$ cat config.mk
export PLATFORM = sky130hd
export DESIGN_NAME = gpio_irq_ctrl
export DESIGN_NICKNAME = d
export VERILOG_FILES = /design/src/rtl/gpio_irq_ctrl.sv
export SDC_FILE = /design/constraint.sdc
export NUM_CORES = 1
export LEC_CHECK = 0
export ABC_CLOCK_PERIOD_IN_PS = 11700
export CAP_MARGIN = 20
export CORE_ASPECT_RATIO = 0.7
export CORE_MARGIN = 5
export CORE_UTILIZATION = 30
export DETAILED_ROUTE_END_ITERATION = 7
export PLACE_DENSITY = 0.49
export SLEW_MARGIN = 20
export SYNTH_ARGS = -nofsm -noshare
export SYNTH_HDL_FRONTEND = slang
export SYNTH_SLANG_ARGS = --single-unit
$ cat constraint.sdc
create_clock -name clk -period 11.7 [get_ports clk]
set_input_delay 2.34 -clock clk [delete_from_list [all_inputs] [get_ports clk]]
set_output_delay 2.34 -clock clk [all_outputs]
set_load 0.1 [all_outputs]
$ cat src/rtl/gpio_irq_ctrl.sv
// GPIO block with synchronized inputs, edge-triggered interrupt status and an MSI-style
// request/acknowledge handshake toward the PCIe endpoint.
module gpio_irq_ctrl #(
   parameter int unsigned N_GPIO      = 8,
   parameter int unsigned SYNC_STAGES = 2,
   parameter int unsigned HOLDOFF     = 16
) (
   input  logic              clk,
   input  logic              rst,
   input  logic [N_GPIO-1:0] gpio_in,
   output logic [N_GPIO-1:0] gpio_out,
   input  logic              reg_wr,
   input  logic              reg_rd,
   input  logic [2:0]        reg_addr,
   input  logic [31:0]       reg_wdata,
   output logic [31:0]       reg_rdata,
   output logic              reg_rvalid,
   input  logic              msi_enable,
   output logic              cfg_interrupt_n,
   input  logic              cfg_interrupt_rdy_n
);

   localparam logic [2:0] AddrDataIn  = 3'd0;
   localparam logic [2:0] AddrDataOut = 3'd1;
   localparam logic [2:0] AddrMask    = 3'd2;
   localparam logic [2:0] AddrRiseEn  = 3'd3;
   localparam logic [2:0] AddrFallEn  = 3'd4;
   localparam logic [2:0] AddrStatus  = 3'd5;
   localparam logic [2:0] AddrCount   = 3'd6;

   localparam logic [2:0] StartupDone = 3'(SYNC_STAGES + 1);
   localparam logic [7:0] HoldLoad    = 8'(HOLDOFF - 1);

   typedef enum logic [1:0] {StIdle, StReq, StHold} irq_state_e;

   logic [N_GPIO-1:0] sync_q [SYNC_STAGES];
   logic [N_GPIO-1:0] sync_d [SYNC_STAGES];
   logic [N_GPIO-1:0] prev_q, prev_d;
   logic [2:0]        startup_q, startup_d;
   logic [N_GPIO-1:0] data_out_q, data_out_d;
   logic [N_GPIO-1:0] mask_q, mask_d;
   logic [N_GPIO-1:0] rise_en_q, rise_en_d;
   logic [N_GPIO-1:0] fall_en_q, fall_en_d;
   logic [N_GPIO-1:0] status_q, status_d;
   logic [31:0]       count_q, count_d;
   logic              armed_q, armed_d;
   logic [31:0]       rdata_q, rdata_d;
   logic              rvalid_q, rvalid_d;

   irq_state_e        state_q;
   logic              irq_n_q;
   logic [7:0]        hold_cnt_q;

   logic [N_GPIO-1:0] sync_out, rise, fall, status_set, wdata_g;
   logic              edge_en, ack, fire;
   logic              unused_wdata;

   assign wdata_g      = reg_wdata[N_GPIO-1:0];
   assign unused_wdata = ^reg_wdata;

   assign sync_out   = sync_q[SYNC_STAGES-1];
   assign edge_en    = (startup_q == StartupDone);
   assign rise       = sync_out & ~prev_q;
   assign fall       = ~sync_out & prev_q;
   // Edges are ignored until the chain and prev register hold real pin values.
   assign status_set = edge_en ? ((rise & rise_en_q) | (fall & fall_en_q)) : '0;
   assign ack        = (state_q == StReq) && !cfg_interrupt_rdy_n;
   assign fire       = (state_q == StIdle) && armed_q && msi_enable;

   always_comb begin
      sync_d[0] = gpio_in;
      for (int i = 1; i < SYNC_STAGES; i++) begin
         sync_d[i] = sync_q[i-1];
      end
   end

   always_comb begin
      prev_d     = sync_out;
      startup_d  = edge_en ? startup_q : startup_q + 3'd1;
      data_out_d = data_out_q;
      mask_d     = mask_q;
      rise_en_d  = rise_en_q;
      fall_en_d  = fall_en_q;
      status_d   = status_q | status_set;
      if (reg_wr) begin
         unique case (reg_addr)
            AddrDataOut: data_out_d = wdata_g;
            AddrMask:    mask_d     = wdata_g;
            AddrRiseEn:  rise_en_d  = wdata_g;
            AddrFallEn:  fall_en_d  = wdata_g;
            // A new edge in the same cycle as the clear keeps its bit set.
            AddrStatus:  status_d   = (status_q & ~wdata_g) | status_set;
            default: ;
         endcase
      end
      armed_d = (armed_q & ~fire) | (|(status_set & mask_q));
      count_d = ack ? count_q + 32'd1 : count_q;
   end

   always_comb begin
      rvalid_d = reg_rd;
      rdata_d  = rdata_q;
      if (reg_rd) begin
         unique case (reg_addr)
            AddrDataIn:  rdata_d = 32'(sync_out);
            AddrDataOut: rdata_d = 32'(data_out_q);
            AddrMask:    rdata_d = 32'(mask_q);
            AddrRiseEn:  rdata_d = 32'(rise_en_q);
            AddrFallEn:  rdata_d = 32'(fall_en_q);
            AddrStatus:  rdata_d = 32'(status_q);
            AddrCount:   rdata_d = count_q;
            default:     rdata_d = '0;
         endcase
      end
   end

   always_ff @(posedge clk or posedge rst) begin
      if (rst) begin
         sync_q     <= '{default: '0};
         prev_q     <= '0;
         startup_q  <= '0;
         data_out_q <= '0;
         mask_q     <= '0;
         rise_en_q  <= '0;
         fall_en_q  <= '0;
         status_q   <= '0;
         count_q    <= '0;
         armed_q    <= 1'b0;
         rdata_q    <= '0;
         rvalid_q   <= 1'b0;
      end else begin
         sync_q     <= sync_d;
         prev_q     <= prev_d;
         startup_q  <= startup_d;
         data_out_q <= data_out_d;
         mask_q     <= mask_d;
         rise_en_q  <= rise_en_d;
         fall_en_q  <= fall_en_d;
         status_q   <= status_d;
         count_q    <= count_d;
         armed_q    <= armed_d;
         rdata_q    <= rdata_d;
         rvalid_q   <= rvalid_d;
      end
   end

   // Request stays up until acknowledged even if msi_enable drops meanwhile.
   always_ff @(posedge clk or posedge rst) begin
      if (rst) begin
         state_q    <= StIdle;
         irq_n_q    <= 1'b1;
         hold_cnt_q <= '0;
      end else begin
         unique case (state_q)
            StIdle: begin
               if (fire) begin
                  state_q <= StReq;
                  irq_n_q <= 1'b0;
               end
            end
            StReq: begin
               if (ack) begin
                  state_q    <= StHold;
                  irq_n_q    <= 1'b1;
                  hold_cnt_q <= HoldLoad;
               end
            end
            StHold: begin
               if (hold_cnt_q == 8'd0) begin
                  state_q <= StIdle;
               end else begin
                  hold_cnt_q <= hold_cnt_q - 8'd1;
               end
            end
            default: begin
               state_q <= StIdle;
               irq_n_q <= 1'b1;
            end
         endcase
      end
   end

   assign gpio_out        = data_out_q;
   assign reg_rdata       = rdata_q;
   assign reg_rvalid      = rvalid_q;
   assign cfg_interrupt_n = irq_n_q;

endmodule

==> summary.txt <==
Die
  – Initial core utilization: 30.6%
  – Die area: 0.0242 mm^2
  – Core Footprint: 0.0208 mm^2
  – Top-Level Pins: 91
  – Die width: 184 um
  – # rows: 44
  – Die Ht: 132 um

Synth
  – Post-synth EDFFs: 0
  – Register area share after synthesis: 56.8%
  – Synth area leaders: dfrtp_1, mux2_2, xnor2_1
  – FFs w/ async S/R, synth: 100%
  – Cell area after synthesis: 0.00635 mm^2
  – Post-synth top area share: 56.4%
  – #FFs+latches synth: 144
  – Netlist cell types: 51
  – Commonest cells in the netlist: dfrtp_1, nand2_1, inv_1
  – YS warnings: 0
  – Post-Syn Instances: 562
  – Yosys top cell by area: dfrtp_1
  – Syn nets: 616
  – Mean Syn Cell Area: 11.3 um^2
  – Primary FF master, synth: dfrtp_1
  – Top-count cell post-synth: dfrtp_1

Min path
  – Hold Path Class: register to register

STA
  – # setup viols final: 0
  – Final Critical Period: 4.57 ns
  – Fin crit share: 39.0%
  – RSZ-0062 raised after global routing: false
  – Max Freq: 219 MHz
  – Final hold viol count: 0
  – Worst Clk Skew: 0.00740 ns
  – Slew Limit Headroom: 33.0%
  – Final Max Slew Viols: 0
  – Slew @ Worst Pin: 1.00 ns
  – Final setup TNS: 0 ns

Worst setup path
  – CP top delay family: simple AND/OR/NAND/NOR gates
  – Required time worst endpoint: 12.01 ns
  – Crit end category: register
  – CP max stage delay: 0.89 ns
  – CP Launch Type: input port
  – Crit Path Class: input port to register
  – Worst Path Buf+Inv: 1
  – Crit path DAT: 4.87 ns
  – Slowest cell on crit path: clkdlybuf4s50_1
  – CP cell instances: clkdlybuf4s50_1 > nand2b_1 > nor3b_2 > mux2_2
  – CP max FO: 23

Cells and area
  – Ant. Diodes: 0
  – Layout cells sized above 1: 12.5%
  – Final #Nets: 684
  – Syn-to-layout area delta: 24.4%
  – Final core utilization: 38.0%

Clock network
  – TritonCTS clock tree: built
  – CTS root buffer: clkbuf_16
  – CTS sink cnt: 144
  – CTS Buffer Depth: 2
  – Hold buffer count at cts: 0
  – H-tree depth: 4
  – # Post-CTS Setup Buffers: 0
  – Clock slew at reported path FFs: 0.05 ns
  – Total CTS buffers: 17
  – Worst-skew pair later-pin latency: 0.43 ns
  – PostCTS Resize Cnt: 0

Outcome
  – Status: finished, final reports clean

Placed design
  – Buffers on Ports: 66
  – DP HPWL: 10.2 mm
  – Gpl congestion: 0.758

Route
  – Starting DRT DRC Count: 290
  – DR WL/cell: 16.6 um
  – WL final: 15.3 mm
  – Remaining antenna violation count: 0
  – Vias per cell: 4.81
  – # DRC: 0
  – Vias: 4416
  – First drt pass iteration count: 5

Global routing
  – First-pass GRT wire length: 24.8 mm
  – Total GRT Usage: 13.0%
  – Largest net degree at the start of global routing: 80
  – Vias in the first global route: 4521
  – Total gr overflow: 0
  – Initial antenna violation count: 0

Pwr
  – Pwr dens: 168 mW/mm^2
  – Peak supply drop: 88.1 uV
  – Leak pwr: 3.27 nW

Flow run
  – Maxcap violations: 0
[sequential cells by signal (all words and copies together), names as in the netlist, 2 cells and up]
register / count
fall_en_q: 8
reg_rdata: 32
prev_d: 8
rise_en_q: 8
hold_cnt_q: 8
prev_q: 8
count_q: 32
startup_q: 3
gpio_out: 8
mask_q: 8
sync_d: 8
status_q: 8
state_q: 2
[metrics by stage]
stage	instances	total power (W)	area [um^2]	setup WS (ns)	hold slack (ns)
3_5_place_dp	887	0.000776	7280	6.64	0.337
2_1_floorplan	562	0.000713	6350	5.50	0.331
6_report	918	0.00133	7900	7.13	0.347
3_3_place_gp	887	0.000772	7280	6.67	0.334
4_1_cts	918	0.00134	7890	7.09	0.350
5_1_grt	918	0.00138	7900	6.99	0.352
[placed cells by master (no fill, tap or decap), drive strengths merged, types with 5 or more instances in the layout]
| cell | Yosys | routed |
|---|---|---|
| dfrtp | 143 | 143 |
| nor3b | 6 | 6 |
| inv | 45 | 45 |
| nand2 | 61 | 61 |
| a22oi | 7 | 7 |
| mux2i | 18 | 18 |
| clkbuf | 14 | 23 |
| ha | 5 | 5 |
| o22ai | 9 | 9 |
| buf | 9 | 6 |
| nor4 | 6 | 6 |
| mux2 | 34 | 34 |
| and3 | 5 | 5 |
| o21ai | 39 | 39 |
| clkinv | 0 | 5 |
| and2 | 7 | 7 |
| nand4b | 11 | 11 |
| a21oi | 6 | 6 |
| nand3b | 5 | 5 |
| nand3 | 21 | 21 |
| xnor2 | 29 | 29 |
| nand4 | 16 | 16 |
| clkdlybuf4s50 | 0 | 66 |
| nor2 | 17 | 17 |
[layout make-up]
class / instances / area [um^2]
well taps: 276 / 345
fillers: 2007 / 12900
clock buffers: 23 / 478
repair buffers: 72 / 709
multi-input cells: 350 / 2450
flip-flops and latches: 144 / 3600
clock inverters: 8 / 130
inverters: 45 / 174
[kinds of logic after synthesis]
kind of cell,count (synthesis),share of synthesized area (%)
mux,54,9.58
buf+inv,68,4.53
flops,144,56.8
fa+ha+maj,5,0.986
compound gates,80,7.69
simple gates,179,16.0
xor+xnor,32,4.42
[worst paths after layout]
path | startpoint | to | slack, ns | cells past startpoint
max reg2reg | state_q[1]$_DFFE_PP0P_ | count_q[22]$_DFFE_PP0P_ | 9.33 | 4
max | reg_addr[1] | gpio_out[1]$_DFFE_PP0P_ | 7.13 | 4
min reg2reg | sync_d[1]$_DFF_PP0_ | prev_d[1]$_DFF_PP0_ | 0.35 | 0
min | sync_d[1]$_DFF_PP0_ | prev_d[1]$_DFF_PP0_ | 0.35 | 0
max in group asynchronous | rst | status_q[3]$_DFF_PP0_ | 8.16 | 3
min in group asynchronous | rst | reg_rdata[8]$_DFFE_PP0P_ | 2.38 | 2
[routing by layer]
metal | wire, um | track usage [%]
met2 | 6190 | 17.1
met5 | 0 | 0
met4 | 302 | 5.54
met1 | 7940 | 19.5
met3 | 851 | 3.84
[worst register-to-register path, stage by stage, from the launching register on]
cell and delay [ns]:
dfrtp_1 0.47, or3b_1 0.66, nor4_4 0.75, nand4_1 0.21, xnor2_1 0.17
[power by group]
part           switching [W]  leakage (nW)  internal [W]  total [W]
logic               0.000136          1.17     0.0000666   0.000203
clock network       0.000209         0.297      0.000352   0.000561
registers          0.0000272          1.80      0.000536   0.000563
total               0.000372          3.27      0.000955    0.00133
Power figures use the tool's default switching activity.
==> RTL edit 1: new RTL, same settings <==
Change the parameter `SYNC_STAGES` from 2 to 8.
--- a/src/rtl/gpio_irq_ctrl.sv
+++ b/src/rtl/gpio_irq_ctrl.sv
@@ -2,7 +2,7 @@
 // request/acknowledge handshake toward the PCIe endpoint.
 module gpio_irq_ctrl #(
    parameter int unsigned N_GPIO      = 8,
-   parameter int unsigned SYNC_STAGES = 2,
+   parameter int unsigned SYNC_STAGES = 8,
    parameter int unsigned HOLDOFF     = 16
 ) (
    input  logic              clk,
Formal check against the unedited RTL: not equivalent (a bounded check fails within 4 cycles, from zero or initial values and one cycle with rst high).
==> RTL edit 1 against the unedited design <==
Highest routed layer is now met5; critical path depth is 1 higher; die area increased by 16%; final area grew 15%; critical endpoint is now fall_en_q[5]$_DFFE_PP0P_; register-to-register slack better by 0.21 ns; wire length grew 4.7%; sequential cell count is 48 higher; sequential power grew 40%; worst hold slack got worse by 0.0048 ns; power rose by 27%; synthesized area grew 17%; largest cell class unchanged; setup slack got worse by 0.099 ns; clock skew increased by 0.0054 ns.
==> RTL edit 1: results (changes against the unedited design) <==
metric,value,unit,change
status,finished clean,,
met2_length,6.99,mm,+13%
drt_first_pass_iters,4,,-1
cp_max_fo,17,,-26%
inverters,39,,-13%
grt_max_degree,132,,+65%
synth_common_cells,"dfrtp_1, nand2_1, inv_1",,
met2_usage,0.176,,+0.00452
buffer_area_frac,0.0759,,-0.0139
wl_met3,929,um,+9.2%
crit_path_end,fall_en_q[5]$_DFFE_PP0P_,,
fill_cells,2358,,+17%
met1_usage,0.173,,-0.0216
grt_use_met3,0.0370,,-0.00137
finClkSkew,0.0128,ns,+0.00540 ns
multiInputGateArea,2420,um2,-1.4%
internal-power,1170,uW,+23%
grt_usage,0.120,,-0.00959
coreArea,24600,um2,+18%
wire_per_inst,16.0,um,-3.7%
sequentialPowerShare,0.467,,+0.043
slowest_delay,0.83,ns,-0.06 ns
ys_types,55,,+7.8%
grt_antenna_before_repair,1,,+1
stdcell_area,9100,um2,+15%
synthTopCellsByArea,"dfrtp_1, mux2_2, nand2_1",,
reg2reg_from,startup_q[0]$_DFFE_PP0P_,,
cts.sink_count,192,,+33%
routabilityCongestion,0.791,,+4.4%
syn_avg_cell_area,12.6,um2,+12%
rrSetupSlack,9.54,ns,+0.21 ns
drt-vias-per-instance,4.61,,-4.1%
path_clk_slew,0.07,ns,+0.02 ns
r2r-end,armed_q$_DFF_PP0_,,
p_clk_frac,0.365,,-0.058
peakVddDrop,0.000126,V,+43%
via_count,4604,,+4.3%
max-slew-margin-rel,0.335,,+0.00459
drive_gt1_frac,0.116,,-0.00871
top_layer,met5,,
seq_area_frac_synth,0.645,,+0.0773
reg2reg_depth,6,,+2
multi_input_cells,340,,-2.9%
crit_arrival,4.97,ns,+0.10 ns
p_leak,0.00385,uW,+18%
dp_hpwl,10.7,mm,+4.3%
## RTL edit 1: kinds of logic after synthesis
group,count (synthesis),share of synthesized area
adders and majority gates,5,0.00840
AOI/OAI and AO/OA,79,0.0633
buffers and inverters,59,0.0318
muxes,53,0.0843
xor gates and xnor gates,36,0.0423
DFF,192,0.645
and+or+nand+nor,167,0.124
## RTL edit 1: worst min-delay path by stage
stage                           endpoint                  from  slack, ns
finish              sync_d[10]$_DFF_PP0_  sync_d[18]$_DFF_PP0_       0.34
global route        sync_d[38]$_DFF_PP0_  sync_d[46]$_DFF_PP0_       0.35
CTS                 sync_d[10]$_DFF_PP0_  sync_d[18]$_DFF_PP0_       0.35
floorplan            prev_d[0]$_DFF_PP0_   sync_d[0]$_DFF_PP0_       0.33
detailed placement  sync_d[10]$_DFF_PP0_  sync_d[18]$_DFF_PP0_       0.33
global placement     prev_d[1]$_DFF_PP0_   sync_d[1]$_DFF_PP0_       0.33
==> RTL edit 2: new RTL, config.mk and constraints unchanged <==
Without the edit above. Register the input `cfg_interrupt_rdy_n` before use. The logic sees it one clock later. The other inputs are not delayed to match.
--- a/src/rtl/gpio_irq_ctrl.sv
+++ b/src/rtl/gpio_irq_ctrl.sv
@@ -33,6 +33,12 @@
 
    typedef enum logic [1:0] {StIdle, StReq, StHold} irq_state_e;
 
+   logic cfg_interrupt_rdy_n_q;
+
+   always_ff @(posedge clk) begin
+      cfg_interrupt_rdy_n_q <= cfg_interrupt_rdy_n;
+   end
+
    logic [N_GPIO-1:0] sync_q [SYNC_STAGES];
    logic [N_GPIO-1:0] sync_d [SYNC_STAGES];
    logic [N_GPIO-1:0] prev_q, prev_d;
@@ -64,7 +70,7 @@
    assign fall       = ~sync_out & prev_q;
    // Edges are ignored until the chain and prev register hold real pin values.
    assign status_set = edge_en ? ((rise & rise_en_q) | (fall & fall_en_q)) : '0;
-   assign ack        = (state_q == StReq) && !cfg_interrupt_rdy_n;
+   assign ack        = (state_q == StReq) && !cfg_interrupt_rdy_n_q;
    assign fire       = (state_q == StIdle) && armed_q && msi_enable;
 
    always_comb begin
Check against the original RTL: not equivalent (Yosys sat finds a counterexample within 10 cycles, from zero or initial values and one cycle with rst high).
==> RTL edit 2 against the unedited design <==
Largest cell class unchanged; sequential power rose by 9.9%; maximum frequency shrank 0.87%; global-route usage up 0.30 points; power increased by 12%; highest routed layer unchanged; wire length decreased by 0.82%; synthesized cell count down 1.8%; setup slack got worse by 0.040 ns; final area up 0.98%; sequential cell count rose by 1; worst hold slack improved by 0.0013 ns; non-clock buffer count is 1 lower; synthesized area is 0.83% higher.
==> RTL edit 2: results (changes against the unedited design) <==
metric,value,unit,change
cts_root_buffer,clkbuf_16,,
ys_warn_count,0,,unchanged
io_buffers,66,,unchanged
reg2reg_from,startup_q[0]$_DFFE_PP0P_,,
first_global_vias,4596,,+1.7%
worstHoldStart,sync_d[0]$_DFF_PP0_,,
synthArstFlopShare,0.993,,-0.00690
reg2reg_depth,6,,+2
crit_arrival,4.92,ns,+0.05 ns
period_share,0.394,,+0.00343
fin_tns_setup,0,ns,unchanged
cts_setup_buffers,0,,unchanged
met1_length,7.86,mm,-1.0%
r2r-end,armed_q$_DFF_PP0_,,
drive_gt1_frac,0.141,,+0.0162
p_leak,0.00334,uW,+2.2%
place_ws,6.62,ns,-0.0199 ns
crit_path_end,gpio_out[4]$_DFFE_PP0P_,,
status,finished clean,,
via_count,4434,,+0.41%
cts_tree,yes,,
wire_per_inst,16.7,um,+0.27%
routabilityCongestion,0.781,,+3.0%
top_layer,met4,,
synthTopCellsByArea,"dfrtp_1, mux2_2, nand2_1",,
drt_first_pass_iters,4,,-1
dp_hpwl,10.1,mm,-1.7%
ys_types,63,,+24%
rrSetupSlack,9.40,ns,+0.07 ns
grt_pass1_wl,25.6,mm,+2.9%
grt_antenna_before_repair,0,,unchanged
synth_common_cells,"dfrtp_1, nand2_1, inv_1",,
cts_resized,0,,unchanged
seq_area_frac_synth,0.566,,-0.00154
wl_met3,645,um,-24%
tightest_slew,0.993,ns,-0.00927 ns
peakVddDrop,0.0000828,V,-6.0%
met2_length,6.42,mm,+3.9%
grt_max_degree,87,,+8.8%
insertion_delay,0.43,ns,about the same
htreeDepth,4,,unchanged
nNetsFinal,673,,-1.6%
syn-num-nets,606,,-1.6%
drtIter0Drc,339,,+17%
finClkSkew,0.00880,ns,+0.00140 ns
cp_max_fo,24,,+4.3%
grt_usage,0.133,,+0.00299
-- RTL edit 2: changes by cell type after synthesis, moves of 6 or more --
cell / change
nand3_1: -11
inv_1: -7
buf_2: +7
xor2_1: +12
nor3_1: +7
xnor2_1: -10
o21ai_0: -6
-- RTL edit 2: per-layer routing --
| layer | GRT usage | up-vias |
|---|---|---|
| met5 | 0 | - |
| met4 | 0.0443 | 0 |
| met2 | 0.180 | 94 |
| met1 | 0.204 | 2227 |
| li1 | - | 2093 |
| met3 | 0.0339 | 20 |
-- RTL edit 2: cells by family (layout without fill, tap and decap cells) --
kind of cell,count (synthesis),count (layout),synth area share
simple gates,173,173,0.158
xor+xnor,34,34,0.0465
mux,51,51,0.0943
flops,145,145,0.566
compound gates,83,83,0.0853
buf+inv,61,141,0.0393
fa+ha+maj,5,5,0.00978
-- RTL edit 2: layout make-up --
type,count,area [um2]
clock buffers,18,429
flip-flops and latches,145,3620
fillers,2016,12900
repair buffers,71,698
well taps,276,345
multi-input cells,346,2520
inverters,38,148
clock inverters,14,205
-- RTL edit 2: how the worst min path moves through the flow --
stage,end,depth (start not counted)
2_1_floorplan,prev_d[0]$_DFF_PP0_,0
3_3_place_gp,prev_d[3]$_DFF_PP0_,0
6_report,prev_d[0]$_DFF_PP0_,0
5_1_grt,prev_d[7]$_DFF_PP0_,0
3_5_place_dp,prev_d[0]$_DFF_PP0_,0
4_1_cts,prev_d[0]$_DFF_PP0_,0
-- RTL edit 2: power breakdown --
part           switching [uW]  internal [uW]
clock                     226            360
sequential               57.9            561
combinational             183            101
total                     468           1020
-- RTL edit 2: per-stage QoR --
| stage | instance area (um2) | instances | hold slack, ns | utilization | total power [uW] |
|---|---|---|---|---|---|
| 2_1_floorplan | 6400 | 552 | 0.331 | - | 830 |
| 5_1_grt | 7970 | 908 | 0.356 | 0.382 | 1560 |
| 3_5_place_dp | 7340 | 876 | 0.336 | 0.352 | 913 |
| 4_1_cts | 7970 | 908 | 0.352 | 0.382 | 1510 |
| 6_report | 7970 | 908 | 0.348 | 0.382 | 1490 |
| 3_3_place_gp | 7340 | 876 | 0.333 | 0.352 | 907 |
-- RTL edit 2: worst max-delay path: stages --
cell and delay, ns:
clkdlybuf4s50_1 0.93, nand2b_1 0.40, nor3b_2 0.81, mux2_2 0.42
